===== src/rtl/uart_hex_display.sv =====
// ---------------------------------------------------------------------------
// uart_hex_display
//
// Hex display controller for the UART debug path. It keeps a shift history
// of the last NUM_DIGITS/2 received bytes and time-multiplexes them as hex
// digits onto a common-segment, multi-anode seven-segment display.
// Digits 1:0 always show the newest byte, digits 3:2 the one before it, and
// so on. A digit whose byte slot has not been filled yet is blanked, but its
// anode is still scanned.
//
// Parameters
//   CLK_FREQ       : i_clk frequency in Hz
//   REFRESH_HZ     : full-frame refresh rate (all digits once per frame)
//   NUM_DIGITS     : digit count, even, 2..16
//   SEG_ACTIVE_LOW : 1 -> a lit segment drives 0
//   AN_ACTIVE_LOW  : 1 -> the selected anode drives 0
//
// Ports
//   i_clk          : system clock, single domain
//   i_rst          : synchronous active-high reset
//   i_rx_valid     : one-cycle strobe qualifying i_rx_byte
//   i_rx_byte      : received byte
//   i_clear        : level, empties the history and zeroes the count
//   i_hold         : level, freezes the history (incoming bytes are dropped)
//   o_segments     : {g,f,e,d,c,b,a}, registered
//   o_anodes       : one-hot digit select, registered
//   o_byte_count   : bytes accepted since reset/clear, saturating at FFFF
// ---------------------------------------------------------------------------
module uart_hex_display #(
    parameter int CLK_FREQ       = 100_000_000,
    parameter int REFRESH_HZ     = 1000,
    parameter int NUM_DIGITS     = 8,
    parameter bit SEG_ACTIVE_LOW = 1'b1,
    parameter bit AN_ACTIVE_LOW  = 1'b1
) (
    input  logic                  i_clk,
    input  logic                  i_rst,
    input  logic                  i_rx_valid,
    input  logic [7:0]            i_rx_byte,
    input  logic                  i_clear,
    input  logic                  i_hold,
    output logic [6:0]            o_segments,
    output logic [NUM_DIGITS-1:0] o_anodes,
    output logic [15:0]           o_byte_count
);

    localparam int DIV    = CLK_FREQ / (REFRESH_HZ * NUM_DIGITS);
    localparam int DEPTH  = NUM_DIGITS / 2;
    localparam int DIV_W  = (DIV > 2) ? $clog2(DIV) : 1;
    localparam int IDX_W  = (NUM_DIGITS > 2) ? $clog2(NUM_DIGITS) : 1;
    localparam int SLOT_W = (DEPTH > 1) ? $clog2(DEPTH) : 1;

    localparam logic [DIV_W-1:0]      DIV_LAST = DIV_W'(DIV - 1);
    localparam logic [IDX_W-1:0]      IDX_LAST = IDX_W'(NUM_DIGITS - 1);
    // Output values with nothing lit; XOR with these applies the polarity.
    localparam logic [6:0]            SEG_OFF  = {7{SEG_ACTIVE_LOW}};
    localparam logic [NUM_DIGITS-1:0] AN_OFF   = {NUM_DIGITS{AN_ACTIVE_LOW}};

    // Illegal configurations stop elaboration.
    if (DIV < 2) begin : g_bad_div
        $error("uart_hex_display: CLK_FREQ/(REFRESH_HZ*NUM_DIGITS) must be >= 2");
    end
    if ((NUM_DIGITS < 2) || (NUM_DIGITS > 16) || ((NUM_DIGITS % 2) != 0)) begin : g_bad_digits
        $error("uart_hex_display: NUM_DIGITS must be even and in 2..16");
    end

    // Active-high hex decode, {g,f,e,d,c,b,a}.
    function automatic logic [6:0] hex_to_seg(input logic [3:0] nibble);
        logic [6:0] seg;
        case (nibble)
            4'h0: seg = 7'h3F;
            4'h1: seg = 7'h06;
            4'h2: seg = 7'h5B;
            4'h3: seg = 7'h4F;
            4'h4: seg = 7'h66;
            4'h5: seg = 7'h6D;
            4'h6: seg = 7'h7D;
            4'h7: seg = 7'h07;
            4'h8: seg = 7'h7F;
            4'h9: seg = 7'h6F;
            4'hA: seg = 7'h77;
            4'hB: seg = 7'h7C;
            4'hC: seg = 7'h39;
            4'hD: seg = 7'h5E;
            4'hE: seg = 7'h79;
            default: seg = 7'h71;
        endcase
        return seg;
    endfunction

    logic [DIV_W-1:0]      r_div;
    logic [IDX_W-1:0]      r_idx;
    logic [7:0]            r_bytes [DEPTH];
    logic [DEPTH-1:0]      r_valid;
    logic [15:0]           r_count;
    logic [6:0]            r_segments;
    logic [NUM_DIGITS-1:0] r_anodes;

    logic                  w_tick;
    logic                  w_accept;
    logic [SLOT_W-1:0]     w_slot;
    logic [7:0]            w_byte;
    logic [3:0]            w_nibble;
    logic [6:0]            w_seg_lit;
    logic [NUM_DIGITS-1:0] w_an_sel;

    assign w_tick   = (r_div == DIV_LAST);
    // Priority clear > hold > valid; a byte in a reset cycle is also lost.
    assign w_accept = i_rx_valid & ~i_hold & ~i_clear & ~i_rst;

    // Digit d shows nibble d%2 of slot d/2.
    assign w_slot    = SLOT_W'(r_idx >> 1);
    assign w_byte    = r_bytes[w_slot];
    assign w_nibble  = r_idx[0] ? w_byte[7:4] : w_byte[3:0];
    assign w_seg_lit = r_valid[w_slot] ? hex_to_seg(w_nibble) : 7'h00;
    assign w_an_sel  = NUM_DIGITS'(1) << r_idx;

    // NOTE: state is written with non-blocking assignments so every register
    // samples pre-edge values; the output registers below rely on seeing the
    // old index and history in the same cycle they are updated.
    always_ff @(posedge i_clk) begin
        if (i_rst) begin
            r_div      <= '0;
            r_idx      <= '0;
            r_valid    <= '0;
            r_count    <= '0;
            r_segments <= SEG_OFF;
            r_anodes   <= AN_OFF;
        end else begin
            if (w_tick) begin
                r_div <= '0;
                r_idx <= (r_idx == IDX_LAST) ? '0 : r_idx + IDX_W'(1);
            end else begin
                r_div <= r_div + DIV_W'(1);
            end

            if (i_clear) begin
                r_valid <= '0;
                r_count <= '0;
            end else if (w_accept) begin
                for (int s = DEPTH - 1; s > 0; s--) begin
                    r_valid[s] <= r_valid[s-1];
                end
                r_valid[0] <= 1'b1;
                if (r_count != 16'hFFFF) begin
                    r_count <= r_count + 16'd1;
                end
            end

            // Anode and pattern come from the same index and history, so
            // they can never disagree about which digit is shown.
            r_segments <= w_seg_lit ^ SEG_OFF;
            r_anodes   <= w_an_sel ^ AN_OFF;
        end
    end

    // NOTE: the byte storage has no reset; its contents only matter where
    // the matching valid bit is set, and leaving it out of reset keeps the
    // data path free of reset muxing.
    always_ff @(posedge i_clk) begin
        if (w_accept) begin
            for (int s = DEPTH - 1; s > 0; s--) begin
                r_bytes[s] <= r_bytes[s-1];
            end
            r_bytes[0] <= i_rx_byte;
        end
    end

    assign o_segments   = r_segments;
    assign o_anodes     = r_anodes;
    assign o_byte_count = r_count;

endmodule


===== config.mk =====
export PLATFORM = sky130hd
export DESIGN_NAME = uart_hex_display
export DESIGN_NICKNAME = d
export VERILOG_FILES = /design/src/rtl/uart_hex_display.sv
export SDC_FILE = /design/constraint.sdc
export NUM_CORES = 1
export LEC_CHECK = 0
export ABC_CLOCK_PERIOD_IN_PS = 2600
export CORE_MARGIN = 3
export CORE_UTILIZATION = 45
export DETAILED_ROUTE_END_ITERATION = 8
export PLACE_DENSITY = 0.66
export SYNTH_ARGS = -nofsm -noshare
export SYNTH_HDL_FRONTEND = slang
export SYNTH_SLANG_ARGS = --single-unit

===== constraint.sdc =====
create_clock -name i_clk -period 2.6 [get_ports i_clk]
set_input_delay 0.52 -clock i_clk [delete_from_list [all_inputs] [get_ports i_clk]]
set_output_delay 0.52 -clock i_clk [all_outputs]
set_load 0.02 [all_outputs]

Yosys cells after proc, flatten, opt, wreduce, memory -nomap -nowiden
Memory sizes are Yosys's and may differ from the RTL's. A register that Yosys moved wholly into a read port is not among the register bits. Cells that the tools add are included.

Equality and inequality tests: 3. Bitwise logic cells: 8. Muxes and demuxes: 9. Shifts and indexed selects: 1. Order comparisons: 1. Add/sub/neg operators: 3. Reduce and logical (&&, ||, !) cells: 3.

Operators with widths (number): 16-bit by 1-bit adder with 16-bit output (second input constant) (1); 16-bit != test (second input constant) (1); 14-bit by 1-bit adder with 14-bit output (second input constant) (1); 14-bit equality test (second input constant) (1); 8-bit inverter (1); 1-bit by 3-bit << shifter with 8-bit output (first input constant) (1); 7-bit two-way mux (1); 7-bit inverter (1); 2-bit two-way mux (2); 4-bit two-way mux (1); 2-bit OR reduction (2); 3-bit by 1-bit adder with 3-bit output (second input constant) (1); 1-bit AND (3); 3-bit equality test (second input constant) (1); 2-bit by 3-bit less-than comparator with 1-bit output (second input constant) (1); 1-bit two-way mux (3); 3-bit two-way mux (1); 1-bit inverter (3); 1-bit binary-select mux with 2-bit select (1); 2-bit AND reduction (1).

ROM bits: 112. Output and inout port bits: 31. Input port bits: 13. Flip-flop bits (word level): 52. Memories: 2. Memory bits (writable): 32.

Memories: (name not given) (depth 16, width 7, read ports 1, clocked after memory_dff 0, write ports 0, line 70) `case (nibble)`; r_bytes (depth 4, width 8, read ports 4, clocked after memory_dff 1, write ports 4, line 93) `logic [7:0] r_bytes [DEPTH];`.

Longest topological paths before layout
Depth in word-level cells: 6. Mapped depth: 9.

Worst setup path after synthesis
Ideal clock, no wire load.

Kind: in2reg. Start point: input i_rst. End point: register r_count[9], in the netlist o_byte_count[9]. Setup time: 0.128 ns. Stages on the path: 6. Data required time: 2.472 ns. Slack: 0.365 ns. Arrival: 2.108 ns. Cell sequence: nor4b_2 > buf_2 > nand3_1 > a2111oi_2 > xnor2_1 > nor2_1.

Longest elaborated chain between the ends: 3.

Ends and longest elaborated chain: from (decl) (line 37) `input logic i_rst,`; 1-bit inverter (line 109) `assign w_accept = i_rx_valid & ~i_hold & ~i_clear & ~i_rst;`; 1-bit AND (line 109); named net w_accept (line 100) `logic w_accept;`; 2-bit AND reduction (no source line); to (signal assigned) (line 146) `r_count <= r_count + 16'd1;`; to (decl) (line 95) `logic [15:0] r_count;`.

The timed path passes the listed nets, and every way through them passes these cells. A chain may end at the register's enable or synchronous reset.

==> flow_metrics.env <==
export IMPL_worstSetupEndpointType="flip-flop"
export IMPL_drtIter0Drc=68
export IMPL_maxCapViolCount=0
export IMPL_std_cell_rows=32
export IMPL_cts_root_buffer="sky130_fd_sc_hd__clkbuf_8"
export IMPL_worstPathMaxFanout=7
export IMPL_cts_sink_count=86
export IMPL_cp_max_stage_delay_ns=0.60
export IMPL_die_area_um2=9381
export IMPL_synth_yosys_seq_area_share_pct=54.97
export IMPL_critical_path_arrival_ns=2.59
export IMPL_chipWidth_um=96.86
export IMPL_route_antenna_remaining_nets=0
export IMPL_clk_latency_ns=0.35
export IMPL_worstMarginPinSlew_ns=0.5279
export IMPL_globalRouteOverflowTotal=0
export IMPL_port_buffer_count=43
export IMPL_slew_limit_headroom_pct=64.81
export IMPL_finalWeightedCongestion=0.8243
export IMPL_synth_seq_cells=86
export IMPL_antenna_found_initial=0
export IMPL_element_type_at_the_critical_path_start="flip-flop"
export IMPL_power_static_leakage_nw=1.529
export IMPL_layoutNonFillerInstCount=478
export IMPL_grt_pass1_vias=2350
export IMPL_post_synthesis_async_set_or_reset_flop_share_pct=0
export IMPL_hold_buffers=0
export IMPL_power_switching_uw=515.2
export IMPL_fillCellCount=690
export IMPL_critical_path_required_ns=2.82
export IMPL_finish_net_count=398
export IMPL_switching_share_pct=20.58
export IMPL_layout_area_seq_um2=2042
export IMPL_detail_route_wirelength_um=6368
export IMPL_grt_total_usage_pct=14.45
export IMPL_finalHoldViolCount=0
export IMPL_mappedNetlistArea_um2=3715
export IMPL_slew_violations=0
export IMPL_mostFrequentLayoutCell="sky130_fd_sc_hd__dfxtp_1"
export IMPL_power_per_cell_area_nw_per_um2=559.3
export IMPL_final_setup_skew_ns=0.01196
export IMPL_fraction_of_power_consumed_by_the_clock_network_pct=40.0
export IMPL_status="complete, no violations"
export IMPL_cp_common_cell="sky130_fd_sc_hd__mux2_2"
export IMPL_internal_power_mw=1.988
export IMPL_synth_enable_flop_cells=32
export IMPL_timing_setup_critical_path_class="flip-flop to flip-flop"
export IMPL_diodes=0
export IMPL_ff2ff_setup_slack_ns=0.22
export IMPL_finalCriticalPeriod_ns=2.376
export IMPL_core_um2=7888
export IMPL_cts_htree_levels=3
export IMPL_timing_critical_path_slowest_stage_cell="sky130_fd_sc_hd__mux4_1"
export IMPL_netlist_top_cell_by_area="sky130_fd_sc_hd__dfxtp_1"
export IMPL_yosysTopAreaCellShare_pct=29.10
export IMPL_drive_gt1_share_pct=10.37
export IMPL_place_hpwl_um=4422
export IMPL_layout_common_cells="sky130_fd_sc_hd__dfxtp_1 (54), sky130_fd_sc_hd__clkdlybuf4s50_1 (43), sky130_fd_sc_hd__nor2_1 (39)"
export IMPL_post_cts_resized=0
export IMPL_max_vdd_ir_drop_mv=0.2748
export IMPL_cts_setup_buffers=0
export IMPL_timing_final_setup_violations=0
export IMPL_critical_path_cell_chain="mux4_1 -> mux2_2 -> ha_1 -> mux2_2 -> nand2_1 -> o311ai_1"
export IMPL_drt_vias_per_instance=5.033
export IMPL_worstHoldPathType="flip-flop to flip-flop"
export IMPL_grt_max_degree=39
export IMPL_cts_tree="built"
export IMPL_yosys_cell_types_count=51
export IMPL_dieHeight_um=96.86
export IMPL_placed_cells_incl_taps=462
export IMPL_postSynthNetCount=348
export IMPL_synth_top_cells_by_area="sky130_fd_sc_hd__dfxtp_1 (29%), sky130_fd_sc_hd__edfxtp_1 (26%), sky130_fd_sc_hd__ha_1 (4.7%), sky130_fd_sc_hd__mux4_1 (4.2%), sky130_fd_sc_hd__nor2_1 (3.9%)"
export IMPL_grt_pass1_wl_um=11130
export IMPL_fmax_mhz=420.9
export IMPL_max_clock_path_buffers=2
export IMPL_starting_density_of_the_core_pct=47.10
export IMPL_syn_to_final_growth_pct=20.48
export IMPL_drt_pass1_iter_count=4
export IMPL_clkSlewWorstSetupHoldPaths_ns=0.08
export IMPL_grt_setup_unrepaired="no"
export IMPL_yosys_most_used_dff="sky130_fd_sc_hd__dfxtp_1"
export IMPL_multi_input_area_um2=1563
export IMPL_detailroute_via_count=2406
export IMPL_drcViolationCount=0
export IMPL_yosys_warnings=0
export IMPL_layout_worst_path_cycle_share_pct=91.37
export IMPL_cts_inserted_buffers=9
export IMPL_syn_avg_cell_area_um2=11.57
export IMPL_totalNegativeSetupSlack_ns=0
export IMPL_combinationalPowerShare_pct=3.7
export IMPL_design_portCount=44
export IMPL_pwr_share_seq_pct=56.4
export IMPL_wl_per_cell_um=13.32
export IMPL_syn_inst=321
## power groups by stage
stage	Combinational [mW]	Sequential [mW]	Clock, mW
detailed placement	0.0924	1.44	0
global placement	0.0905	1.44	0
CTS	0.0929	1.41	1.04
global route	0.103	1.41	1.09
finish	0.0914	1.41	1.00
floorplan	0.0494	1.44	0
## critical path, delay by kind of cell, from the launching register on
family / cells / cell delay (ns)
compound gates: 1 / 0.11
mux: 3 / 1.22
fa+ha+maj: 1 / 0.28
simple gates: 1 / 0.07
flops: 1 / 0.57
## state kept, by name, summed over array words and instances (netlist names), named ones only
name,flops
o_anodes,8
o_byte_count,16
o_segments,7
r_valid,4
r_div,14
r_idx,3
r_bytes,32
## logic make-up after synthesis
group                      share of synthesized area, %
adders and majority gates                         4.715
and+or+nand+nor                                   16.98
xor gates and xnor gates                          5.659
muxes                                             8.521
buffers and inverters                             3.200
AOI/OAI and AO/OA                                 5.962
DFF                                               54.97
## per-stage QoR
step	utilization, %	setup slack [ns]	total power [mW]	hold WS [ns]	cell area (um2)
after floorplan	-	0.3647	1.494	0.4172	3715
after global placement	54.03	0.2000	1.532	0.4235	4262
after detailed placement	54.03	0.1586	1.535	0.4233	4262
after CTS	56.74	0.2072	2.541	0.4493	4476
after global routing	56.74	0.06769	2.604	0.4605	4476
final	56.74	0.2243	2.503	0.4478	4476
## path summary, 6_finish.rpt
kind                  from            end  cells after the start
max              flip-flop  o_segments[4]                      6
max reg2reg      flip-flop  o_segments[4]                      6
min reg2reg  r_bytes[1][6]  r_bytes[2][6]                      0
min          r_bytes[1][6]  r_bytes[2][6]                      0
## layout make-up
cell class              count  area share [%]
flip-flops and latches     86           45.62
multi-input cells         212           34.92
repair buffers             49           10.62
clock buffers              10           2.852
well taps                 102           2.852
clock inverters             6           1.929
inverters                  13           1.202
## synth_stat cells (4+ instances only)
master and n:
sky130_fd_sc_hd__dfxtp_1 54, sky130_fd_sc_hd__xnor2_1 15, sky130_fd_sc_hd__nand2_1 31, sky130_fd_sc_hd__nand4_1 4, sky130_fd_sc_hd__a211oi_1 6, sky130_fd_sc_hd__ha_1 14
sky130_fd_sc_hd__a21oi_1 5, sky130_fd_sc_hd__o21ai_0 7, sky130_fd_sc_hd__mux4_1 6, sky130_fd_sc_hd__xor2_1 9, sky130_fd_sc_hd__nor2_1 39, sky130_fd_sc_hd__nand3_1 16
sky130_fd_sc_hd__edfxtp_1 32, sky130_fd_sc_hd__mux2_2 4, sky130_fd_sc_hd__inv_1 12, sky130_fd_sc_hd__buf_2 4, sky130_fd_sc_hd__mux2i_1 10
## routing by layer
layer / part of all wire (%) / wire, um / GRT usage [%] / vias up
li1: - / - / - / 1250
met1: 50 / 3158 / 19.54 / 1112
met2: 45 / 2892 / 22.40 / 35
met3: 3.8 / 243 / 4.470 / 9
met4: 1.1 / 73 / 4.212 / 0
met5: 0 / 0 / 0 / -
No activity file was read; power rests on OpenSTA's default activity.
